File: src/rtl/seq_divider.sv
// Multi-cycle restoring radix-2 unsigned divider with valid/ready handshakes.
// One quotient bit per cycle; divide-by-zero short-circuits straight to DONE.
module seq_divider #(
  parameter int DIVIDEND_W = 8,
  parameter int DIVISOR_W  = 4
) (
  input  logic                  clk,
  input  logic                  rst,
  input  logic                  in_valid,
  output logic                  in_ready,
  input  logic [DIVIDEND_W-1:0] dividend,
  input  logic [DIVISOR_W-1:0]  divisor,
  output logic                  out_valid,
  input  logic                  out_ready,
  output logic [DIVIDEND_W-1:0] quotient,
  output logic [DIVISOR_W-1:0]  remainder,
  output logic                  div_by_zero
);

  localparam int CNT_W = $clog2(DIVIDEND_W + 1);
  localparam logic [CNT_W-1:0] CNT_INIT = CNT_W'(DIVIDEND_W);
  localparam logic [CNT_W-1:0] CNT_ONE  = CNT_W'(1);

  typedef enum logic [1:0] {
    IDLE = 2'd0,
    DIV  = 2'd1,
    DONE = 2'd2
  } state_t;

  state_t                  state_r, state_s;
  // dividend bits leave at the MSB while quotient bits enter at the LSB
  logic [DIVIDEND_W-1:0]   work_sr_r;
  logic [DIVISOR_W-1:0]    divisor_r;
  logic [DIVISOR_W-1:0]    rem_r;
  logic [CNT_W-1:0]        count_r;
  logic [DIVIDEND_W-1:0]   quotient_r;
  logic [DIVISOR_W-1:0]    remainder_r;
  logic                    dbz_r;
  logic                    in_ready_r;
  logic                    out_valid_r;

  logic [DIVISOR_W:0]      rem_shift_s;
  logic [DIVISOR_W-1:0]    rem_next_s;
  logic                    quot_bit_s;

  assign in_ready    = in_ready_r;
  assign out_valid   = out_valid_r;
  assign quotient    = quotient_r;
  assign remainder   = remainder_r;
  assign div_by_zero = dbz_r;

  // Next-state logic for the IDLE/DIV/DONE controller.
  always_comb begin
    state_s = state_r;
    case (state_r)
      IDLE: begin
        if (in_valid) begin
          if (divisor == {DIVISOR_W{1'b0}}) begin
            state_s = DONE;
          end else begin
            state_s = DIV;
          end
        end else begin
          state_s = IDLE;
        end
      end
      DIV: begin
        if (count_r == CNT_ONE) begin
          state_s = DONE;
        end else begin
          state_s = DIV;
        end
      end
      DONE: begin
        if (out_ready) begin
          state_s = IDLE;
        end else begin
          state_s = DONE;
        end
      end
      default: state_s = IDLE;
    endcase
  end

  // One restoring step; r < divisor keeps the difference inside DIVISOR_W bits.
  always_comb begin
    rem_shift_s = {rem_r, work_sr_r[DIVIDEND_W-1]};
    quot_bit_s  = 1'b0;
    rem_next_s  = rem_shift_s[DIVISOR_W-1:0];
    if (rem_shift_s >= {1'b0, divisor_r}) begin
      quot_bit_s = 1'b1;
      rem_next_s = rem_shift_s[DIVISOR_W-1:0] - divisor_r;
    end else begin
      quot_bit_s = 1'b0;
      rem_next_s = rem_shift_s[DIVISOR_W-1:0];
    end
  end

  // State, datapath and registered handshake/result outputs.
  always_ff @(posedge clk) begin
    if (rst) begin
      state_r     <= IDLE;
      work_sr_r   <= {DIVIDEND_W{1'b0}};
      divisor_r   <= {DIVISOR_W{1'b0}};
      rem_r       <= {DIVISOR_W{1'b0}};
      count_r     <= {CNT_W{1'b0}};
      quotient_r  <= {DIVIDEND_W{1'b0}};
      remainder_r <= {DIVISOR_W{1'b0}};
      dbz_r       <= 1'b0;
      in_ready_r  <= 1'b1;
      out_valid_r <= 1'b0;
    end else begin
      state_r     <= state_s;
      in_ready_r  <= (state_s == IDLE);
      out_valid_r <= (state_s == DONE);
      case (state_r)
        IDLE: begin
          if (in_valid) begin
            work_sr_r <= dividend;
            divisor_r <= divisor;
            rem_r     <= {DIVISOR_W{1'b0}};
            count_r   <= CNT_INIT;
            if (divisor == {DIVISOR_W{1'b0}}) begin
              quotient_r  <= {DIVIDEND_W{1'b1}};
              remainder_r <= {DIVISOR_W{1'b0}};
              dbz_r       <= 1'b1;
            end else begin
              quotient_r  <= {DIVIDEND_W{1'b0}};
              remainder_r <= {DIVISOR_W{1'b0}};
              dbz_r       <= 1'b0;
            end
          end
        end
        DIV: begin
          work_sr_r <= {work_sr_r[DIVIDEND_W-2:0], quot_bit_s};
          rem_r     <= rem_next_s;
          count_r   <= count_r - CNT_ONE;
          if (count_r == CNT_ONE) begin
            quotient_r  <= {work_sr_r[DIVIDEND_W-2:0], quot_bit_s};
            remainder_r <= rem_next_s;
          end
        end
        default: begin
        end
      endcase
    end
  end

endmodule

File: config.mk
export PLATFORM = sky130hd
export DESIGN_NAME = seq_divider
export DESIGN_NICKNAME = d
export VERILOG_FILES = /design/src/rtl/seq_divider.sv
export SDC_FILE = /design/constraint.sdc
export NUM_CORES = 1
export LEC_CHECK = 0
export BUFFER_PORTS_ARGS = -buffer_cell sky130_fd_sc_hd__buf_4
export CORE_AREA = 2 2 61 63
export DETAILED_ROUTE_END_ITERATION = 10
export DIE_AREA = 0 0 63 65
export PLACE_DENSITY = 0.75
export SYNTH_ARGS = -nofsm -noshare
export SYNTH_HDL_FRONTEND = slang
export SYNTH_SLANG_ARGS = --single-unit
File: constraint.sdc
create_clock -name clk -period 2.1 [get_ports clk]
set_clock_uncertainty 0.05 [all_clocks]
set_input_delay 0.63 -clock clk [delete_from_list [all_inputs] [get_ports clk]]
set_output_delay 0.63 -clock clk [all_outputs]
set_load 0.05 [all_outputs]
[Word-level counts from Yosys, hierarchy flattened]
Index checks and enable logic that the tools add are counted.
Storage, ports and cells
  bits in registers: 37
  input bits: 16
  output and inout bits: 15
  logic and storage cells: 46
Operators by class
  add/subtract/negate cells: 2
  $lt $le $gt $ge: 1
  equal/unequal tests: 6
  muxes and demuxes: 20
  reduce and logical (&&, ||, !) cells: 7
Operator list (count)
  $mux W8: 4
  $pmux W8 S2: 2
  $pmux W4 S2: 3
  $mux W4: 4
  $mux W2: 4
  $pmux W2 S3: 1
  $ge A5 B4 Y1: 1
  $eq A2 B2 Y1 const B: 2
  $eq A4 B1 Y1 const B: 1
  $logic_not A2 Y1: 2
  $logic_not A4 Y1: 1
  $ne A2 B2 Y1 const B: 2
  $reduce_and A2 Y1: 2
  $sub A4 B1 Y4 const B: 1
  $sub A4 B4 Y4: 1
  $reduce_and A3 Y1: 1
  $eq A2 B1 Y1 const B: 1
  $mux W1: 2
  $reduce_bool A2 Y1: 1

[Depth between registers and ports, before layout]
Gate-level depths: netlist of run 1.
  depth in word-level cells: 5
  depth in mapped cells: 7
  depth with buffers taken out: 6

[Least setup slack after synthesis of run 1]
Ideal clock, no wire load.
  path kind: flip-flop to flip-flop
  start point: reg work_sr_r[7]
  end point: reg rem_r[0]
  library setup time: 0.087 ns
  data arrival time: 1.681 ns
  required time: 1.963 ns
  setup slack: 0.282 ns
  stages on the path, launching flop included: 7
  period minus slack after synthesis: 1.818 ns
  cells stage by stage: dfxtp_1 > inv_1 > ha_1 > nand2b_1 > a2111o_1 > and3_1 > o31ai_1
On the way
  longest elaborated chain between the ends: 3
  elaborated cells on any way between the ends: 4
  those cells by class: add/sub (1); order compare (1); mux (2)
RTL lines
  start: declaration: RTL line 32  | logic [DIVIDEND_W-1:0] work_sr_r;
  start signal: assignment: RTL line 103  | work_sr_r <= {DIVIDEND_W{1'b0}};
  start signal: assignment: RTL line 119  | work_sr_r <= dividend;
  start signal: assignment: RTL line 135  | work_sr_r <= {work_sr_r[DIVIDEND_W-2:0], quot_bit_s};
  $sub A4 B4 Y4 / $ge A5 B4 Y1 (equally long branches): RTL line 92, 90
  $mux W4 *: RTL line 90  | if (rem_shift_s >= {1'b0, divisor_r}) begin
  $pmux W4 S2 *: RTL line 116  | case (state_r)
  end signal: assignment: RTL line 105  | rem_r <= {DIVISOR_W{1'b0}};
  end signal: assignment: RTL line 121  | rem_r <= {DIVISOR_W{1'b0}};
  end signal: assignment: RTL line 136  | rem_r <= rem_next_s;
  end: declaration: RTL line 34  | logic [DIVISOR_W-1:0] rem_r;
Mark *: on every way between the ends. The rest lies on a longest branch, timed or not.
A chain may end at the register's enable or synchronous reset.

[Worst setup path after layout of run 1]
  start point: reg work_sr_r[7]
  end point: reg remainder_r[1], in the netlist remainder[1]
On the way
  longest elaborated chain between the ends: 4
  elaborated cells on any way between the ends: 5
  those cells by class: add/sub (1); order compare (1); mux (3)
RTL lines
  $sub A4 B4 Y4 / $ge A5 B4 Y1 (equally long branches): RTL line 92, 90
  $mux W4 *: RTL line 90
  $mux W4 *: RTL line 138  | if (count_r == CNT_ONE) begin
  $pmux W4 S2 *: RTL line 116
  end signal: assignment: RTL line 125  | remainder_r <= {DIVISOR_W{1'b0}};
  end signal: assignment: RTL line 129  | remainder_r <= {DIVISOR_W{1'b0}};
  end signal: assignment: RTL line 140  | remainder_r <= rem_next_s;
  end: declaration: RTL line 37  | logic [DIVISOR_W-1:0] remainder_r;
Mark *: on every way between the ends. The rest lies on a longest branch, timed or not. The select of a mux whose other input is x is not followed.

==> flow_summary_export.csv, run 1 <==
group,metric,value,unit
power_and_ir_drop,finalPower,1.81,mW
grt,grt_max_degree,29,
sta,final_hold_viol_count,0,
run_status,status,"finished clean",
worst_setup_path,max_stage_delay,0.50,ns
clock_network,path_clk_slew,0.11,ns
place,io_buffer_count,30,
floorplan,rows,22,
worst_setup_path,required,2.30,ns
synthesis,avgSynthCellArea,8.44,sq um
sta,fin_crit,2.02,ns
drt,firstDrtPassIters,4,
sta,post-route-period-util,96.2,%
worst_setup_path,rrSetupSlack,0.08,ns
grt,grt_pass1_vias,1597,
synthesis,yosysSeqAreaShare,40.5,%
final_layout,nets,274,
clock_network,ctsHoldBuffers,0,
synthesis,synth.distinct_cells,45,
clock_network,cts_resized,0,
clock_network,post_cts_buffers,0,
final_layout,diodes,0,
worst_setup_path,crit_chain,"inv_1, ha_1, nand2b_1, a2111o_1, and3_1, o31ai_1",
clock_network,clock_sinks,37,
clock_network,cts_tree,"built",
floorplan,start_util,52.4,%
synthesis,synthFlopType,"dfxtp_1",
final_layout,utilization,62.5,%
floorplan,io-pin-count,31,
drt,avgViaCountPerCell,5.62,
drt,drt_iter0_drc,129,
sta,maxSlewViolCount,0,
drt,wire_per_inst,13.4,microns
place,placed_area,2110,sq um
flow_run,max_cap_viol_count,0,
synthesis,postSynthCellCount,217,
floorplan,core_area,3500,sq um
place,dp_hpwl,2.84,mm
power_and_ir_drop,power_per_cell_area,829,nW/um^2
worst_setup_path,worstSetupPathType,"reg2reg",
synthesis,synth-edff-count,0,
clock_network,cts-root-buf,"clkbuf_4",
floorplan,die_area,4100,sq um
worst_setup_path,endpoint_kind,"register",
sta,relSlewSlack,66.0,%
sta,setup_viol,0,
final_layout,area_delta_synth_final,19.4,%
worst_setup_path,crit_path_top_delay_cell,"a2111o_1",
synthesis,yosysWarnings,0,
clock_network,numCtsBuffers,5,
clock_network,clock_path_buffers,2,
sta,worst_pin_slew,0.503,ns
drt,wl,3.99,mm
power_and_ir_drop,peakVddDrop,0.000540,V
drt,route.detailed.drc,0,
place,finalWeightedCongestion,0.810,
drt,via_count,1681,
drt,ant_nets,0,
sta,fin_tns_setup,0,ns
grt,grt_usage,21.2,%
synthesis,synth_area,1830,sq um
synthesis,synthesis.nets,240,
grt,antenna_found_initial,0,
synthesis,async_reset_ff_share,0,%
floorplan,die_y,65,microns
final_layout,drive_gt1_share,21.5,%
min_path,hold_class,"reg2reg",
final_layout,design_area,2190,sq um
grt,grt_pass1_wl,6.91,mm
worst_setup_path,cp-start-kind,"register",
synthesis,synth-seq-cells,37,
worst_setup_path,worstPathArrival,2.22,ns
clock_network,h-tree-depth,2,
sta,rsz0062_at_grt,"no",
power_and_ir_drop,leakagePower,0.872,nW
worst_setup_path,cp_max_fo,6,
floorplan,die_x,63,microns
clock_network,clk_latency,0.35,ns
grt,grt.overflow.total,0,
sta,clock.fmax,495,MHz
-- cells by family (layout without fill, tap and decap cells) --
kind of cell / count (synthesis) / after routing / synth area share [%]
AOI/OAI and AO/OA: 62 / 62 / 24.6
xor gates and xnor gates: 1 / 1 / 0.479
adders and majority gates: 7 / 7 / 5.19
buffers and inverters: 23 / 57 / 6.08
DFF: 37 / 37 / 40.5
and+or+nand+nor: 87 / 87 / 23.2
-- critical path: cells and delay by family (launching register included) --
kind / cells / cell delay, ns
AO/OA/AOI/OAI: 2 / 0.74
AND/OR/NAND/NOR: 2 / 0.42
flip-flops: 1 / 0.34
adder cells (fa/ha/maj): 1 / 0.31
buffers and inverters: 1 / 0.05
-- placed cells by master, fill, tap and decap left out, drive strengths merged, types with 2 or more instances in the layout --
master	synthesis	routed
a211oi	3	3
a21o	3	3
a21oi	15	15
a221oi	3	3
a22oi	4	4
a311oi	13	13
and3	3	3
buf	7	39
clkbuf	5	5
dfxtp	37	37
ha	6	6
inv	11	11
nand2	40	40
nand2b	3	3
nand3	5	5
nor2	19	19
nor2b	2	2
nor3b	5	5
o211ai	3	3
o21ai	5	5
o22ai	3	3
o31ai	4	4
or2	2	2
or4	2	2
-- metal layers --
layer,up-vias,track usage [%],wire length (microns)
met5,-,0,0
met4,0,7.78,55
met3,6,5.73,192
met2,42,34.7,1870
met1,781,26.7,1880
li1,852,-,-
-- sequential cells by signal, indices dropped and copies added, names as in the netlist --
register / flops
work_sr_r: 8
rem_r: 4
out_valid: 1
state_r: 2
in_ready: 1
quotient: 8
count_r: 4
divisor_r: 4
remainder: 4
div_by_zero: 1
-- layout make-up --
| type | instances | area, sq um |
|---|---|---|
| Clock buffer | 5 | 37.5 |
| Clock inverter | 2 | 35.0 |
| Fill cell | 318 | 1310 |
| Inverter | 11 | 41.3 |
| Multi-Input combinational cell | 157 | 978 |
| Sequential cell | 37 | 741 |
| Tap cell | 48 | 60.1 |
| Timing Repair Buffer | 39 | 293 |
-- path summary, 6_finish.rpt --
check / end / from / cells past startpoint
min: remainder[0] / remainder[0] / 2
max: remainder[1] / work_sr_r[7] / 6
min reg2reg: remainder[0] / remainder[0] / 2
max reg2reg: remainder[1] / work_sr_r[7] / 6
-- synth_stat cells (4+ instances only) --
library cell	number	area (sq um)
inv_1	11	41.3
o31ai_1	4	30.0
ha_1	6	75.1
nand2_1	40	150
a22oi_1	4	30.0
nor2_1	19	71.3
a21oi_1	15	75.1
clkbuf_1	5	18.8
a311oi_1	13	114
o21ai_0	5	25.0
nand3_1	5	25.0
dfxtp_1	37	741
-- stage by stage --
stage	std cells	hold WS [ns]	setup WS [ns]
2_1_floorplan	217	0.386	0.282
3_3_place_gp	292	0.390	0.206
3_5_place_dp	292	0.392	0.132
4_1_cts	299	0.416	0.0884
5_1_grt	299	0.441	0.0148
6_report	299	0.411	0.0799
-- where the power goes --
group	internal (mW)	switching, mW
combinational	0.201	0.316
sequential	0.767	0.0483
clock	0.242	0.238
No activity file was read; power rests on OpenSTA's default activity.
==> run 2: changes to the inputs <==
- BUFFER_PORTS_ARGS: -buffer_cell sky130_fd_sc_hd__buf_4 -> default
- CELL_PAD_IN_SITES_DETAIL_PLACEMENT: default -> 0
- CELL_PAD_IN_SITES_GLOBAL_PLACEMENT: default -> 1
- CORE_AREA: 2 2 61 63 -> 2 2 67 69
- DIE_AREA: 0 0 63 65 -> 0 0 69 71
- DONT_BUFFER_PORTS: default -> 1
- PLACE_DENSITY: 0.75 -> 0.74
==> run 2 against run 1 <==
Effect of this change:
- non-clock buffer count is 33 lower
- total power increased by 0.57%
- highest routed layer unchanged
- cell count shrank 9.4%
- routed wire length rose by 7.0%
==> flow_summary_export.csv, run 2 (synthesis gave the netlist of run 1 again) <==
group,metric,value,unit
drt,met2_length,1.95,mm
grt,antenna_found_initial,0,
clock_network,h-tree-depth,2,
min_path,hold_class,"in2reg",
drt,wl_met3,356,microns
worst_setup_path,worstSetupPathType,"reg2reg",
clock_network,clk_latency,0.29,ns
flow_run,max_cap_viol_count,0,
clock_network,ctsHoldBuffers,0,
drt,drt_iter0_drc,115,
clock_network,post_cts_buffers,0,
clock_network,path_clk_slew,0.07,ns
power_and_ir_drop,power_per_cell_area,925,nW/um^2
worst_setup_path,rr_startpoint,"work_sr_r[7]",
grt,grt_pass1_wl,7.22,mm
power_and_ir_drop,p_sw,606,uW
clock_network,clock_path_buffers,2,
final_layout,n_fill_cell,430,
floorplan,core_area,4200,sq um
grt,grt_usage,18.4,%
final_layout,final_common_cell,"nand2_1",
sta,worst_pin_slew,0.598,ns
worst_setup_path,crit_start,"work_sr_r[7]",
worst_setup_path,rr_worst_depth,6,
grt,grt_pass1_vias,1528,
place,finalWeightedCongestion,0.843,
final_layout,diodes,0,
worst_setup_path,rrSetupSlack,0.12,ns
drt,via_count,1608,
worst_setup_path,cp-start-kind,"register",
place,dp_hpwl,3.17,mm
grt,grt.overflow.total,0,
clock_network,cts_tree,"built",
final_layout,ff_latch_area,741,sq um
floorplan,die_y,71,microns
final_layout,nets,241,
drt,wire_per_inst,15.8,microns
clock_network,clock_sinks,37,
final_layout,drive_gt1_share,10.0,%
clock_network,numCtsBuffers,5,
power_and_ir_drop,clockPowerShare,30.2,%
final_layout,layout_common_cells,"40 x nand2_1, 37 x dfxtp_1, 19 x nor2_1",
worst_setup_path,worstPathArrival,2.14,ns
worst_setup_path,cp_max_fo,6,
worst_setup_path,required,2.26,ns
power_and_ir_drop,p_seq_share,49.1,%
power_and_ir_drop,p_int,1.22,mW
power_and_ir_drop,p_comb_share,20.7,%
floorplan,die_area,4900,sq um
power_and_ir_drop,peakVddDrop,0.000304,V
worst_setup_path,cp-endpoint,"remainder[0]",
sta,fin_tns_setup,0,ns
drt,drt-met1-wl,1.90,mm
sta,setup_viol,0,
sta,relSlewSlack,59.9,%
drt,highest_layer,"met4",
floorplan,io-pin-count,31,
worst_setup_path,crit_path_top_delay_cell,"a2111o_1",
sta,rsz0062_at_grt,"no",
place,io_buffer_count,0,
drt,wl,4.27,mm
drt,ant_nets,0,
power_and_ir_drop,switching_share,33.2,%
grt,grt_max_degree,31,
worst_setup_path,max_stage_delay,0.51,ns
clock_network,cts_resized,0,
worst_setup_path,r2r_end,"remainder[0]",
drt,route.detailed.drc,0,
sta,fin_crit,1.98,ns
clock_network,cts-root-buf,"clkbuf_8",
sta,maxSlewViolCount,0,
sta,clock.fmax,504,MHz
floorplan,die_x,69,microns
worst_setup_path,crit_chain,"inv_1, ha_1, nand2b_1, a2111o_1, and3_1, o31ai_1",
floorplan,rows,24,
run_status,status,"finished clean",
power_and_ir_drop,leakagePower,0.719,nW
sta,final_hold_viol_count,0,
place,pre_cts_ws,0.120,ns
floorplan,start_util,43.5,%
drt,firstDrtPassIters,4,
worst_setup_path,endpoint_kind,"register",
sta,finalWorstSetupSlack,0.115,ns
final_layout,multi_input_area,978,sq um
final_layout,area_delta_synth_final,7.72,%
sta,post-route-period-util,94.5,%
drt,avgViaCountPerCell,5.93,
## run 2: cell types whose count changed in the layout (fill, tap and decap cells not counted), sizes merged
cell    before  now
clkbuf       5    7
bufinv       1    0
buf         39    6
## run 2: worst min-delay path by stage
stage                            start           end  slack, ns  cells past startpoint
final                              rst   quotient[5]       0.35                      1
after global routing               rst  work_sr_r[0]       0.34                      1
after CTS                          rst  work_sr_r[0]       0.34                      1
after detailed placement  divisor_r[3]  divisor_r[3]       0.40                      2
after global placement    divisor_r[2]  divisor_r[2]       0.39                      2
after floorplan           divisor_r[2]  divisor_r[2]       0.39                      2
## run 2: cell type report
type	count	area share, %
Sequential cell	37	37.6
Tap cell	52	3.30
Clock buffer	7	4.89
Timing Repair Buffer	6	2.28
Clock inverter	1	0.254
Inverter	11	2.09
Multi-Input combinational cell	157	49.6
## run 2: worst max-delay path: cells and delay by family (launching register included)
family,cells,cell delay (ns)
AOI/OAI and AO/OA,2,0.73
and+or+nand+nor,2,0.42
DFF,1,0.33
buffers and inverters,1,0.05
adders and majority gates,1,0.31
## run 2: power groups by stage
stage	Combinational [mW]	Sequential, mW	Clock (mW)
finish	0.377	0.895	0.551
global route	0.430	0.903	0.598
CTS	0.377	0.895	0.561
detailed placement	0.375	0.912	0
global placement	0.366	0.908	0
floorplan	0.315	0.892	0
## run 2: routing by layer
metal  up-vias  global-route usage (%)
li1        789                       -
met1       751                    24.3
met2        61                    28.6
met3         7                    5.13
met4         0                    7.19
met5         -                       0
## run 2: per-stage QoR
stage / cells / power [mW] / hold WS [ns] / utilization (%) / cell area (sq um)
floorplan: 217 / 1.21 / 0.386 / - / 1830
global placement: 263 / 1.27 / 0.395 / 44.5 / 1870
detailed placement: 263 / 1.29 / 0.400 / 44.5 / 1870
CTS: 271 / 1.83 / 0.345 / 46.9 / 1970
global route: 271 / 1.93 / 0.337 / 46.9 / 1970
finish: 271 / 1.82 / 0.354 / 46.9 / 1970
==> run 3: changes to the inputs <==
- GPL_TIMING_DRIVEN: default -> 0
- REMOVE_ABC_BUFFERS: default -> 1
==> run 3 against run 2 <==
Effect of this change:
- critical path depth is 2 lower
- combinational power is 4% lower
- cell count is 2.6% lower
- total power is 1.2% higher
- via count is 7.2% lower
- design area is 0.95% lower
- sequential cell count stayed put
==> flow_summary_export.csv, run 3 (synthesis gave the netlist of run 1 again) <==
group,metric,value,unit
place,dp_hpwl,2.95,mm
floorplan,die_y,71,microns
drt,ant_nets,0,
sta,clock.fmax,514,MHz
worst_setup_path,cp-start-kind,"register",
worst_setup_path,cp_max_fo,17,
final_layout,final_common_cell,"nand2_1",
clock_network,post_cts_buffers,0,
drt,firstDrtPassIters,4,
clock_network,cts_tree,"built",
sta,relSlewSlack,44.2,%
min_path,holdPathStages,1,
grt,grt_pass1_wl,6.89,mm
floorplan,io-pin-count,31,
sta,fin_crit,1.95,ns
worst_setup_path,rr_worst_depth,4,
clock_network,clock_path_buffers,2,
worst_setup_path,crit_chain,"nor2b_4, nand2_1, or4_1, nand3_1",
final_layout,layout_common_cells,"40 x nand2_1, 37 x dfxtp_1, 19 x nor2_1",
sta,setup_viol,0,
run_status,status,"finished clean",
power_and_ir_drop,peakVddDrop,0.000383,V
floorplan,start_util,43.5,%
place,pre_cts_ws,-0.357,ns
worst_setup_path,worstSetupPathType,"reg2reg",
sta,maxSlewViolCount,0,
clock_network,clk_latency,0.28,ns
worst_setup_path,endpoint_kind,"register",
power_and_ir_drop,power_per_cell_area,945,nW/um^2
flow_run,max_cap_viol_count,0,
final_layout,layoutNonFillerInstCount,264,
grt,grt_max_degree,31,
clock_network,h-tree-depth,2,
drt,via_count,1493,
place,finalWeightedCongestion,0.819,
drt,wire_per_inst,15.4,microns
drt,drt_iter0_drc,81,
drt,route.detailed.drc,0,
floorplan,die_x,69,microns
worst_setup_path,required,2.27,ns
sta,final_hold_viol_count,0,
worst_setup_path,worstPathArrival,2.12,ns
place,placed_cells,257,
grt,grt.overflow.total,0,
drt,wl,4.07,mm
final_layout,area_delta_synth_final,6.70,%
grt,antenna_found_initial,0,
grt,grt_usage,17.3,%
min_path,hold_class,"in2reg",
worst_setup_path,worst-path-buf-inv,0,
clock_network,cts-root-buf,"clkbuf_8",
final_layout,diodes,0,
floorplan,die_area,4900,sq um
floorplan,core_area,4200,sq um
floorplan,rows,24,
worst_setup_path,crit_path_top_delay_cell,"dfxtp_1",
place,io_buffer_count,0,
clock_network,numCtsBuffers,5,
grt,grt_pass1_vias,1431,
final_layout,n_fill_cell,439,
sta,worst_pin_slew,0.829,ns
power_and_ir_drop,leakagePower,0.700,nW
clock_network,path_clk_slew,0.07,ns
worst_setup_path,max_stage_delay,0.59,ns
sta,finalWorstSetupSlack,0.155,ns
drt,avgViaCountPerCell,5.66,
sta,rsz0062_at_grt,"no",
sta,post-route-period-util,92.6,%
final_layout,drive_gt1_share,8.49,%
worst_setup_path,critical_path_depth,4,
worst_setup_path,cpLargestDelayFamily,"simple AND/OR/NAND/NOR gates",
power_and_ir_drop,finalPower,1.85,mW
clock_network,clock_sinks,37,
final_layout,nets,235,
## run 3: cell types whose count changed in the layout (fill, tap and decap cells not counted), sizes merged
cell / previous run / this run
clkbuf: 7 / 5
buf: 6 / 0
bufinv: 0 / 1
## run 3: worst paths after layout
kind | startpoint | end | slack [ns]
min reg2reg | divisor_r[2] | divisor_r[2] | 0.41
max reg2reg | state_r[0] | rem_r[2] | 0.15
min | rst | count_r[1] | 0.36
max | state_r[0] | rem_r[2] | 0.15
## run 3: power breakdown
| part | total [mW] | internal [mW] | switching [mW] |
|---|---|---|---|
| Combinational | 0.361 | 0.147 | 0.214 |
| Clock | 0.586 | 0.345 | 0.241 |
| Sequential | 0.899 | 0.767 | 0.132 |
## run 3: final cells by class
class                           instances  area [sq um]  share of cell area, %
Clock inverter                          2          35.0                   1.79
Multi-Input combinational cell        157          1000                   51.3
Clock buffer                            5          68.8                   3.52
Sequential cell                        37           741                   37.9
Inverter                               11          41.3                   2.11
Tap cell                               52          65.1                   3.33
## run 3: timing repair
item,in CTS,in global routing
pin swaps,0,1
hold buffers,0,0
setup endpoints to repair,18,18
gates cloned,0,0
resized for setup,1,4
## run 3: per-stage QoR
stage	cell area [sq um]	hold slack, ns	setup TNS (ns)	util (%)
after floorplan	1760	0.380	0	-
after global placement	1830	0.393	-3.26	43.4
after detailed placement	1830	0.397	-3.65	43.4
after CTS	1930	0.350	-0.0215	46.0
after global routing	1950	0.345	0	46.5
final	1950	0.362	0	46.5
## run 3: layer usage
| layer | track usage [%] | part of all wire, % |
|---|---|---|
| met1 | 24.8 | 51 |
| met2 | 25.5 | 44 |
| met3 | 5.70 | 4.7 |
| met4 | 3.27 | 0.32 |
| met5 | 0 | 0 |
